===== src/rtl/text_pkg.sv =====
// Shared definitions for the text-mode character buffer writer: control codes,
// FSM and cursor-operation encodings, and default grid geometry.
package text_pkg;

  localparam int DEF_COLS   = 80;
  localparam int DEF_ROWS   = 40;
  localparam int DEF_ADDR_W = 13;

  localparam logic [7:0] BS = 8'h08;
  localparam logic [7:0] LF = 8'h0A;
  localparam logic [7:0] FF = 8'h0C;
  localparam logic [7:0] CR = 8'h0D;

  typedef enum logic [1:0] {
    IDLE,
    CLEAR,
    SCROLL_RD,
    SCROLL_WR
  } state_t;

  typedef enum logic [2:0] {
    OP_NONE,
    OP_ADV,
    OP_NL,
    OP_CR,
    OP_BS,
    OP_HOME
  } cur_op_t;

endpackage


===== src/rtl/text_cursor.sv =====
// Cursor column/row registers with advance, newline, CR, backspace and home.
// TEXT_WRITER_SCROLL_EN: row overflow keeps the last row instead of wrapping to 0.
module text_cursor
  import text_pkg::*;
#(
  parameter int COLS = DEF_COLS,
  parameter int ROWS = DEF_ROWS
) (
  input  logic       clk,
  input  logic       rst_n,
  input  cur_op_t    op,
  output logic [6:0] col,
  output logic [5:0] row,
  output logic       overflow
);

  logic [6:0] col_d;
  logic [5:0] row_d;
  logic       last_col;
  logic       last_row;
  logic       row_step;

  assign last_col = (col == 7'(COLS - 1));
  assign last_row = (row == 6'(ROWS - 1));
  assign row_step = (op == OP_NL) || ((op == OP_ADV) && last_col);
  assign overflow = row_step && last_row;

  always_comb begin
    col_d = col;
    row_d = row;
    case (op)
      OP_ADV:       col_d = last_col ? 7'd0 : col + 7'd1;
      OP_NL, OP_CR: col_d = 7'd0;
      OP_BS:        if (col != 7'd0) col_d = col - 7'd1;
      OP_HOME: begin
        col_d = 7'd0;
        row_d = 6'd0;
      end
      default: ;
    endcase
    if (row_step) begin
`ifdef TEXT_WRITER_SCROLL_EN
      if (!last_row) row_d = row + 6'd1;
`else
      row_d = last_row ? 6'd0 : row + 6'd1;
`endif
    end
  end

  always_ff @(posedge clk or negedge rst_n) begin
    if (!rst_n) begin
      col <= 7'd0;
      row <= 6'd0;
    end else begin
      col <= col_d;
      row <= row_d;
    end
  end

endmodule


===== src/rtl/text_writer.sv =====
// Character-stream writer for the VGA text buffer: byte handshake in, cell writes out.
// TEXT_WRITER_SCROLL_EN: row overflow scrolls the screen up instead of wrapping.
module text_writer
  import text_pkg::*;
#(
  parameter int COLS   = DEF_COLS,
  parameter int ROWS   = DEF_ROWS,
  parameter int ADDR_W = DEF_ADDR_W
) (
  input  logic              clk_25,
  input  logic              rst_n,
  input  logic              in_valid,
  input  logic [7:0]        in_data,
  output logic              in_ready,
  output logic              buf_we,
  output logic              buf_re,
  output logic [ADDR_W-1:0] buf_addr,
  output logic [7:0]        buf_wdata,
  input  logic [7:0]        buf_rdata,
  output logic [6:0]        cur_col,
  output logic [5:0]        cur_row,
  output logic              busy
);

  // Handshake: a byte transfers on a rising edge with in_valid && in_ready;
  // in_ready is high only in IDLE and in_data must be held while it is low.

  localparam logic [ADDR_W-1:0] CELLS   = ADDR_W'(COLS * ROWS);
  localparam logic [ADDR_W-1:0] ROW_LEN = ADDR_W'(COLS);
  localparam logic [ADDR_W-1:0] ONE     = ADDR_W'(1);

  state_t            state, state_d;
  logic [ADDR_W-1:0] cnt, cnt_d;
  logic [ADDR_W-1:0] addr_d, cur_addr, clr_end;
  logic [7:0]        wdata_q, wdata_d;
  logic              we_d;
  logic              clr_row0, clr_row0_d;
  logic              accept;
  logic              overflow;
  cur_op_t           op;

  assign in_ready = (state == IDLE);
  assign busy     = !in_ready;
  assign accept   = in_valid && in_ready;
  assign cur_addr = ADDR_W'(cur_row) * ROW_LEN + ADDR_W'(cur_col);
  assign clr_end  = clr_row0 ? ROW_LEN : CELLS;

  text_cursor #(.COLS(COLS), .ROWS(ROWS)) u_cursor (
    .clk      (clk_25),
    .rst_n    (rst_n),
    .op       (op),
    .col      (cur_col),
    .row      (cur_row),
    .overflow (overflow)
  );

  always_comb begin
    op = OP_NONE;
    if (accept) begin
      case (in_data)
        CR:      op = OP_CR;
        LF:      op = OP_NL;
        BS:      op = OP_BS;
        FF:      op = OP_HOME;
        default: op = OP_ADV;
      endcase
    end
  end

`ifdef TEXT_WRITER_SCROLL_EN
  localparam logic [ADDR_W-1:0] COPY_LAST = ADDR_W'((ROWS - 1) * COLS - 1);
  logic re_d, from_rd, from_rd_d;
  // Copied bytes go straight from the read port to the write port.
  assign buf_wdata = from_rd ? buf_rdata : wdata_q;
`else
  logic unused_rdata;
  assign unused_rdata = ^buf_rdata;
  assign buf_re       = 1'b0;
  assign buf_wdata    = wdata_q;
`endif

  // Strobes are registered: each state names the access launched at its outgoing edge.
  always_comb begin
    state_d    = state;
    cnt_d      = cnt;
    we_d       = 1'b0;
    addr_d     = buf_addr;
    wdata_d    = wdata_q;
    clr_row0_d = clr_row0;
`ifdef TEXT_WRITER_SCROLL_EN
    re_d      = 1'b0;
    from_rd_d = 1'b0;
`endif
    case (state)
      IDLE: begin
        if (op == OP_HOME) begin
          state_d    = CLEAR;
          clr_row0_d = 1'b0;
          we_d       = 1'b1;
          addr_d     = '0;
          wdata_d    = 8'h00;
          cnt_d      = ONE;
        end else if (op == OP_ADV) begin
          we_d    = 1'b1;
          addr_d  = cur_addr;
          wdata_d = in_data;
        end
        // A glyph already owns the next cycle's port, so its overflow starts one cycle later.
        if (overflow) begin
          cnt_d = '0;
`ifdef TEXT_WRITER_SCROLL_EN
          clr_row0_d = 1'b0;
          if (op == OP_NL) begin
            state_d = SCROLL_WR;
            re_d    = 1'b1;
            addr_d  = ROW_LEN;
          end else begin
            state_d = SCROLL_RD;
          end
`else
          state_d    = CLEAR;
          clr_row0_d = 1'b1;
          if (op == OP_NL) begin
            we_d    = 1'b1;
            addr_d  = '0;
            wdata_d = 8'h00;
            cnt_d   = ONE;
          end
`endif
        end
      end
      CLEAR: begin
        if (cnt == clr_end) begin
          state_d = IDLE;
        end else begin
          we_d    = 1'b1;
          addr_d  = cnt;
          wdata_d = 8'h00;
          cnt_d   = cnt + ONE;
        end
      end
`ifdef TEXT_WRITER_SCROLL_EN
      SCROLL_RD: begin
        re_d    = 1'b1;
        addr_d  = cnt + ROW_LEN;
        state_d = SCROLL_WR;
      end
      SCROLL_WR: begin
        we_d      = 1'b1;
        addr_d    = cnt;
        wdata_d   = 8'h00;
        from_rd_d = 1'b1;
        cnt_d     = cnt + ONE;
        state_d   = (cnt == COPY_LAST) ? CLEAR : SCROLL_RD;
      end
`endif
      default: state_d = IDLE;
    endcase
  end

  always_ff @(posedge clk_25 or negedge rst_n) begin
    if (!rst_n) begin
      state    <= IDLE;
      cnt      <= '0;
      buf_we   <= 1'b0;
      buf_addr <= '0;
      wdata_q  <= 8'h00;
      clr_row0 <= 1'b0;
`ifdef TEXT_WRITER_SCROLL_EN
      buf_re  <= 1'b0;
      from_rd <= 1'b0;
`endif
    end else begin
      state    <= state_d;
      cnt      <= cnt_d;
      buf_we   <= we_d;
      buf_addr <= addr_d;
      wdata_q  <= wdata_d;
      clr_row0 <= clr_row0_d;
`ifdef TEXT_WRITER_SCROLL_EN
      buf_re  <= re_d;
      from_rd <= from_rd_d;
`endif
    end
  end

endmodule

===== config.mk =====
export PLATFORM = sky130hd
export DESIGN_NAME = text_writer
export DESIGN_NICKNAME = d
export VERILOG_FILES = /design/src/rtl/text_pkg.sv /design/src/rtl/text_cursor.sv /design/src/rtl/text_writer.sv
export SDC_FILE = /design/constraint.sdc
export NUM_CORES = 1
export LEC_CHECK = 0
export ABC_AREA = 1
export BUFFER_PORTS_ARGS = -buffer_cell sky130_fd_sc_hd__buf_2
export CELL_PAD_IN_SITES_DETAIL_PLACEMENT = 1
export CELL_PAD_IN_SITES_GLOBAL_PLACEMENT = 1
export CORE_MARGIN = 2
export CORE_UTILIZATION = 46
export CTS_BUF_LIST = sky130_fd_sc_hd__clkbuf_4
export DETAILED_ROUTE_END_ITERATION = 8
export GPL_ROUTABILITY_DRIVEN = 0
export PLACE_DENSITY = 0.86
export REMOVE_ABC_BUFFERS = 1
export SETUP_SLACK_MARGIN = 0.05
export SYNTH_ARGS = -nofsm -noshare
export SYNTH_HDL_FRONTEND = slang
export SYNTH_SLANG_ARGS = --single-unit
export TNS_END_PERCENT = 10

===== constraint.sdc =====
create_clock -name clk_25 -period 4.2 [get_ports clk_25]
set_clock_uncertainty 0.15 [all_clocks]
set_input_delay 0 -clock clk_25 [delete_from_list [all_inputs] [get_ports clk_25]]
set_output_delay 0 -clock clk_25 [all_outputs]
set_load 0.03 [all_outputs]

==> impl_metrics.json, run 1 <==
{
  "seqPwrFrac_pct": 55.6,
  "cp_slowest_cell": "nand4_1",
  "synth_area_um2": 3581,
  "vdd_drop_max_v": 0.0001125,
  "cts_made_buffers": 5,
  "start_kind": "flop",
  "core_um2": 7647,
  "slowest_delay_ns": 0.67,
  "grt_max_degree": 51,
  "firstDrtPassIters": 4,
  "maxSlewHeadroom_pct": 44.32,
  "die_y_um": 92.23,
  "start_util_pct": 46.83,
  "worst_slew_pin_slew_ns": 0.8332,
  "synth_warnings": 0,
  "status": "completed",
  "die_area_um2": 8506,
  "grt_remaining_overflow": 0,
  "synth_cell_type_count": 37,
  "ys.flop_type": "dfrtp_1",
  "final-hold-violation-count": 0,
  "critPathCaptureType": "flop",
  "async_reset_ff_share_pct": 100.0,
  "grt_pass1_wl_um": 18080,
  "area_growth_syn_to_layout_pct": 12.54,
  "routed_via_density": 5.583,
  "grt_util_all_layers_pct": 26.86,
  "total_leakage_power_nw": 2.081,
  "critPathKind": "flop to flop",
  "cts_resized": 0,
  "setup_viol": 0,
  "antenna_found_initial": 0,
  "cpMostUsedCell": "nand2_1",
  "p_sw_share_pct": 27.46,
  "maxSlewViolCount": 0,
  "multi_input_area_um2": 2022,
  "antenna_left": 0,
  "syn_inst": 476,
  "path_max_fanout": 13,
  "clkPwrFrac_pct": 35.7,
  "arrival_ns": 2.89,
  "synth-edff-count": 0,
  "layout.area.seq_um2": 1251,
  "ioPinCount": 57,
  "post_cts_buffers": 0,
  "drtIter0Drc": 165,
  "finalNonFillerCells": 631,
  "layout-drive-gt1-share_pct": 16.45,
  "hold_class": "primary input to async pin",
  "layout_setup_ws_ns": 1.449,
  "ctsHoldBuffers": 9,
  "mostFrequentLayoutCell": "nand2_1",
  "layout_common_cells": "nand2_1 (124), dfrtp_1 (50), inv_1 (49)",
  "wl_um": 10810,
  "drv_cap": 0,
  "cts_tree": "built",
  "rsz0062_at_grt": "no",
  "cp.required_ns": 4.34,
  "num_rows": 32,
  "combPwrFrac_pct": 8.8,
  "path_cells": "nor2_4 -> nand2_1 -> nor2_2 -> nand4_1 -> inv_1 -> nor2_1 -> nand2_1 -> o21ai_0",
  "num_vias": 3523,
  "switching_power_w": 0.0002432,
  "grt_pass1_vias": 3624,
  "path_delay_family": "simple AND/OR/NAND/NOR gates",
  "cts_buffer_depth": 2,
  "cts.sink_count": 50,
  "fillers": 1023,
  "htreeDepth": 2,
  "clkSlewWorstSetupHoldPaths_ns": 0.17,
  "port_buffers": 47,
  "r2r_slack_ns": 1.45,
  "path_buf_inv": 1,
  "n_antenna_cell": 0,
  "drc": 0,
  "placed_cells": 614,
  "cts-root-buf": "clkbuf_4",
  "syn_area_per_cell_um2": 7.523,
  "clock_latency_ns": 0.40,
  "tns_ns": 0,
  "finalNetCount": 566,
  "routedWlPerCell_um": 17.13,
  "period_share_pct": 65.49,
  "p_int_w": 0.0006425,
  "synth-seq-cells": 50,
  "die_w_um": 92.23,
  "ys_seq_area_share_pct": 34.94,
  "power.density_nw_per_um2": 219.8,
  "period_needed_ns": 2.751,
  "max_freq_mhz": 363.5,
  "dp_hpwl_um": 7736,
  "post-place-ws_ns": 1.474
}
-- final timing paths --
path                              start              end  cells after the start
min in group clk_25            in_valid  u_cursor.col[0]                      6
min                               rst_n  u_cursor.row[3]                      3
max reg2reg                    state[0]  u_cursor.row[2]                      8
min reg2reg                buf_wdata[0]     buf_wdata[0]                      2
max in group asynchronous         rst_n  u_cursor.col[4]                      3
max                            state[0]  u_cursor.row[2]                      8
-- worst reg2reg max path: cells and delay by family, from the launching register on --
kind / cells / cell delay [ns]
buffers and inverters: 1 / 0.29
AOI/OAI and AO/OA: 1 / 0.08
DFF: 1 / 0.61
and+or+nand+nor: 6 / 1.53
-- layout make-up --
class                           instances  area share [%]
Clock buffer                            5          0.9314
Sequential cell                        50           31.05
Timing Repair Buffer                   58           8.445
Inverter                               54           5.029
Multi-Input combinational cell        359           50.17
Tap cell                              102           3.167
Clock inverter                          3           1.211
-- cells in the mapped netlist (3+ instances only) --
cell type  instances  area, um^2
nand2_1          124       465.5
dfrtp_1           50        1251
inv_1             49       183.9
nor2_1            39       146.4
nand4_1           38       237.7
nand3_1           37       185.2
o21ai_0           22       110.1
ha_1              17       212.7
xor2_1            15       131.4
a21oi_1            8       40.04
o21ai_1            7       35.03
xnor2_1            7       61.31
nor2_2             6       37.54
buf_6              5       56.30
nor3_1             5       25.02
a22oi_1            4       30.03
buf_4              4       30.03
inv_2              4       15.01
nand2_2            4       25.02
nand2_4            4       45.04
o22ai_1            4       25.02
buf_2              3       15.01
nand4_2            3       37.54
-- registers in the layout, indices dropped and copies added (netlist names) --
name,flops
buf_addr,13
buf_wdata,8
buf_we,1
clr_row0,1
cnt,13
state,1
u_cursor.col,7
u_cursor.row,6
-- stage by stage --
step	utilization [%]	instance area [um^2]	hold slack, ns	total power [W]
after CTS	52.70	4030	0.07197	0.0008929
final	52.70	4030	0.07798	0.0008857
after detailed placement	50.39	3854	0.01593	0.0005726
after floorplan	-	3476	-0.4456	0.0005408
after global routing	52.70	4030	0.1382	0.0009191
after global placement	50.39	3854	0.01428	0.0005701
-- power groups by stage --
stage               Clock (W)  Sequential, W  Combinational, W
global route         0.000339       0.000493         0.0000872
detailed placement          0       0.000501         0.0000718
global placement            0       0.000500         0.0000696
CTS                  0.000322       0.000492         0.0000785
floorplan                   0       0.000505         0.0000354
finish               0.000316       0.000492         0.0000778
-- logic make-up after synthesis --
logic type / share of synthesized area (%)
and+or+nand+nor: 36.41
buffers and inverters: 8.595
DFF: 34.94
xor gates and xnor gates: 5.381
adders and majority gates: 7.058
other: 0.1047
AOI/OAI and AO/OA: 7.512
-- layer usage --
metal  share of wire, %  GRT usage, %
met4               0.97         5.970
met1                 45         33.49
met2                 51         49.39
met3                2.7         3.451
met5                  0             0
Power figures use the tool's default switching activity.
==> inputs of run 2 (changes only) <==
--- a/config.mk
+++ b/config.mk
@@ -10,11 +10,11 @@
 export CELL_PAD_IN_SITES_DETAIL_PLACEMENT = 1
 export CELL_PAD_IN_SITES_GLOBAL_PLACEMENT = 1
 export CORE_MARGIN = 2
-export CORE_UTILIZATION = 46
+export CORE_UTILIZATION = 39
 export CTS_BUF_LIST = sky130_fd_sc_hd__clkbuf_4
 export DETAILED_ROUTE_END_ITERATION = 8
 export GPL_ROUTABILITY_DRIVEN = 0
-export PLACE_DENSITY = 0.86
+export PLACE_DENSITY = 0.77
 export REMOVE_ABC_BUFFERS = 1
 export SETUP_SLACK_MARGIN = 0.05
 export SYNTH_ARGS = -nofsm -noshare
==> constraint.sdc (replaced) <==
create_clock -name clk_25 -period 2.45 [get_ports clk_25]
set_clock_uncertainty 0.15 [all_clocks]
set_input_delay 0 -clock clk_25 [delete_from_list [all_inputs] [get_ports clk_25]]
set_output_delay 0 -clock clk_25 [all_outputs]
set_load 0.03 [all_outputs]
==> run 2 against run 1 <==
Against the previous run: fmax grew 22%; register-to-register slack worse by 1.3 ns; largest power group unchanged; non-clock buffer count increased by 14; sequential power is 71% higher.
==> impl_metrics.json, run 2 (synthesis results as in run 1) <==
{
  "path_delay_family": "adder cells",
  "vdd_drop_max_v": 0.0001716,
  "power.density_nw_per_um2": 336.3,
  "core_um2": 8806,
  "num_rows": 34,
  "grt_util_all_layers_pct": 23.21,
  "arrival_ns": 2.42,
  "cp_slowest_cell": "fa_2",
  "drv_cap": 0,
  "period_needed_ns": 2.257,
  "clock_latency_ns": 0.39,
  "max_freq_mhz": 443.1,
  "mostFrequentLayoutCell": "nand2_1",
  "grt_pass1_wl_um": 18550,
  "dp_hpwl_um": 8169,
  "cts.sink_count": 50,
  "path_buf_inv": 1,
  "worst_hold_slack_ns": 0.005984,
  "maxSlewHeadroom_pct": 48.20,
  "start_util_pct": 40.66,
  "r2r-start": "u_cursor.row[3]",
  "total_leakage_power_nw": 2.141,
  "setup_viol": 0,
  "antenna_left": 0,
  "n_antenna_cell": 0,
  "routed_via_density": 5.498,
  "grt_max_degree": 28,
  "hold_class": "primary input to async pin",
  "drc": 0,
  "maxSlewViolCount": 0,
  "layout-drive-gt1-share_pct": 20.44,
  "routedWlPerCell_um": 17.12,
  "wl_um": 11150,
  "path_cells": "ha_1 -> ha_2 -> fa_2 -> nand3_4 -> nor2_4 -> nand3_1 -> nand3_1 -> nand2_1 -> inv_1 -> nand2_1",
  "die_w_um": 99.82,
  "slowest_delay_ns": 0.59,
  "fillers": 1124,
  "reg2reg_to": "buf_addr[11]",
  "cp.required_ns": 2.61,
  "final-hold-violation-count": 0,
  "critPathKind": "flop to flop",
  "postLayoutCoreUtil_pct": 47.43,
  "grt_remaining_overflow": 0,
  "num_vias": 3579,
  "critPathCaptureType": "flop",
  "die_area_um2": 9964,
  "cts_tree": "built",
  "clkSlewWorstSetupHoldPaths_ns": 0.16,
  "r2r_slack_ns": 0.19,
  "worst_slew_pin_slew_ns": 0.7744,
  "start_kind": "flop",
  "cts_made_buffers": 5,
  "cts_buffer_depth": 2,
  "drtIter0Drc": 94,
  "grt_pass1_vias": 3844,
  "status": "completed",
  "cts-root-buf": "clkbuf_4",
  "path_max_fanout": 3,
  "layout_common_cells": "nand2_1 (123), inv_1 (49), dfrtp_1 (48)",
  "period_share_pct": 92.11,
  "layout.area.seq_um2": 1254,
  "ioPinCount": 57,
  "tns_ns": 0,
  "rsz0062_at_grt": "no",
  "reg2regPathDepth": 10,
  "finalNetCount": 580,
  "area_growth_syn_to_layout_pct": 16.63,
  "port_buffers": 47,
  "die_y_um": 99.82,
  "htreeDepth": 2,
  "firstDrtPassIters": 4,
  "antenna_found_initial": 0,
  "multi_input_area_um2": 2066
}
-- run 2: cell types whose count changed in the layout (fill, tap and decap cells not counted), sizes merged --
cell         delta
buf            +13
clkinv          +2
bufinv          -1
clkbuf          +1
clkinvlp        -1
dlygate4sd3     +1
inv             -1
-- run 2: layer usage --
metal / global-route usage (%) / up-vias / share of wire (%)
li1: - / 1709 / -
met1: 27.80 / 1792 / 45
met2: 42.72 / 65 / 51
met3: 3.760 / 13 / 3.2
met4: 6.849 / 0 / 1.7
met5: 0 / - / 0
-- run 2: worst max path at each step --
stage	cells after the start	to	slack (ns)	startpoint
after floorplan	10	buf_addr[11]	0.03	u_cursor.row[1]
after global placement	9	buf_addr[11]	0.19	u_cursor.row[2]
after detailed placement	10	buf_addr[11]	0.12	u_cursor.row[1]
after CTS	10	buf_addr[11]	0.12	u_cursor.row[1]
after global routing	10	buf_addr[11]	0.02	u_cursor.row[3]
final	10	buf_addr[11]	0.19	u_cursor.row[3]
-- run 2: timing repair --
item | 4_1_cts | 5_1_grt
hold endpoints to repair | 58 | 0
setup endpoints to repair | 0 | 4
setup buffers | 0 | 1
gates resized for setup | 0 | 13
hold buffers | 10 | 0
-- run 2: layout make-up --
class | instances | area share [%]
repair buffers | 72 | 11.02
well taps | 108 | 3.235
clock buffers | 6 | 1.078
clock inverters | 2 | 0.3295
flip-flops and latches | 50 | 30.02
inverters | 54 | 4.853
multi-input cells | 359 | 49.46
-- run 2: where the power goes --
group	total (W)	switching [W]	internal (W)	leakage [nW]
Clock	0.000417	0.000293	0.000125	0.0356
Combinational	0.000146	0.0000932	0.0000530	1.55
Sequential	0.000841	0.00000993	0.000831	0.553
-- run 2: per-stage QoR --
step	power, W	worst slack, ns	instance area (um^2)	std cells
6_report	0.001405	0.1932	4177	651
5_1_grt	0.001462	0.02049	4177	651
4_1_cts	0.001421	0.1199	4123	650
3_5_place_dp	0.0009873	0.1236	3964	632
3_3_place_gp	0.0009824	0.1856	3964	632
2_1_floorplan	0.0009271	0.02667	3476	463
-- run 2: worst reg2reg max path: cells and delay by family, from the launching register on --
family,cells,cell delay (ns)
buffers and inverters,1,0.05
AND/OR/NAND/NOR,6,0.49
adder cells (fa/ha/maj),3,1.08
flip-flops,1,0.41
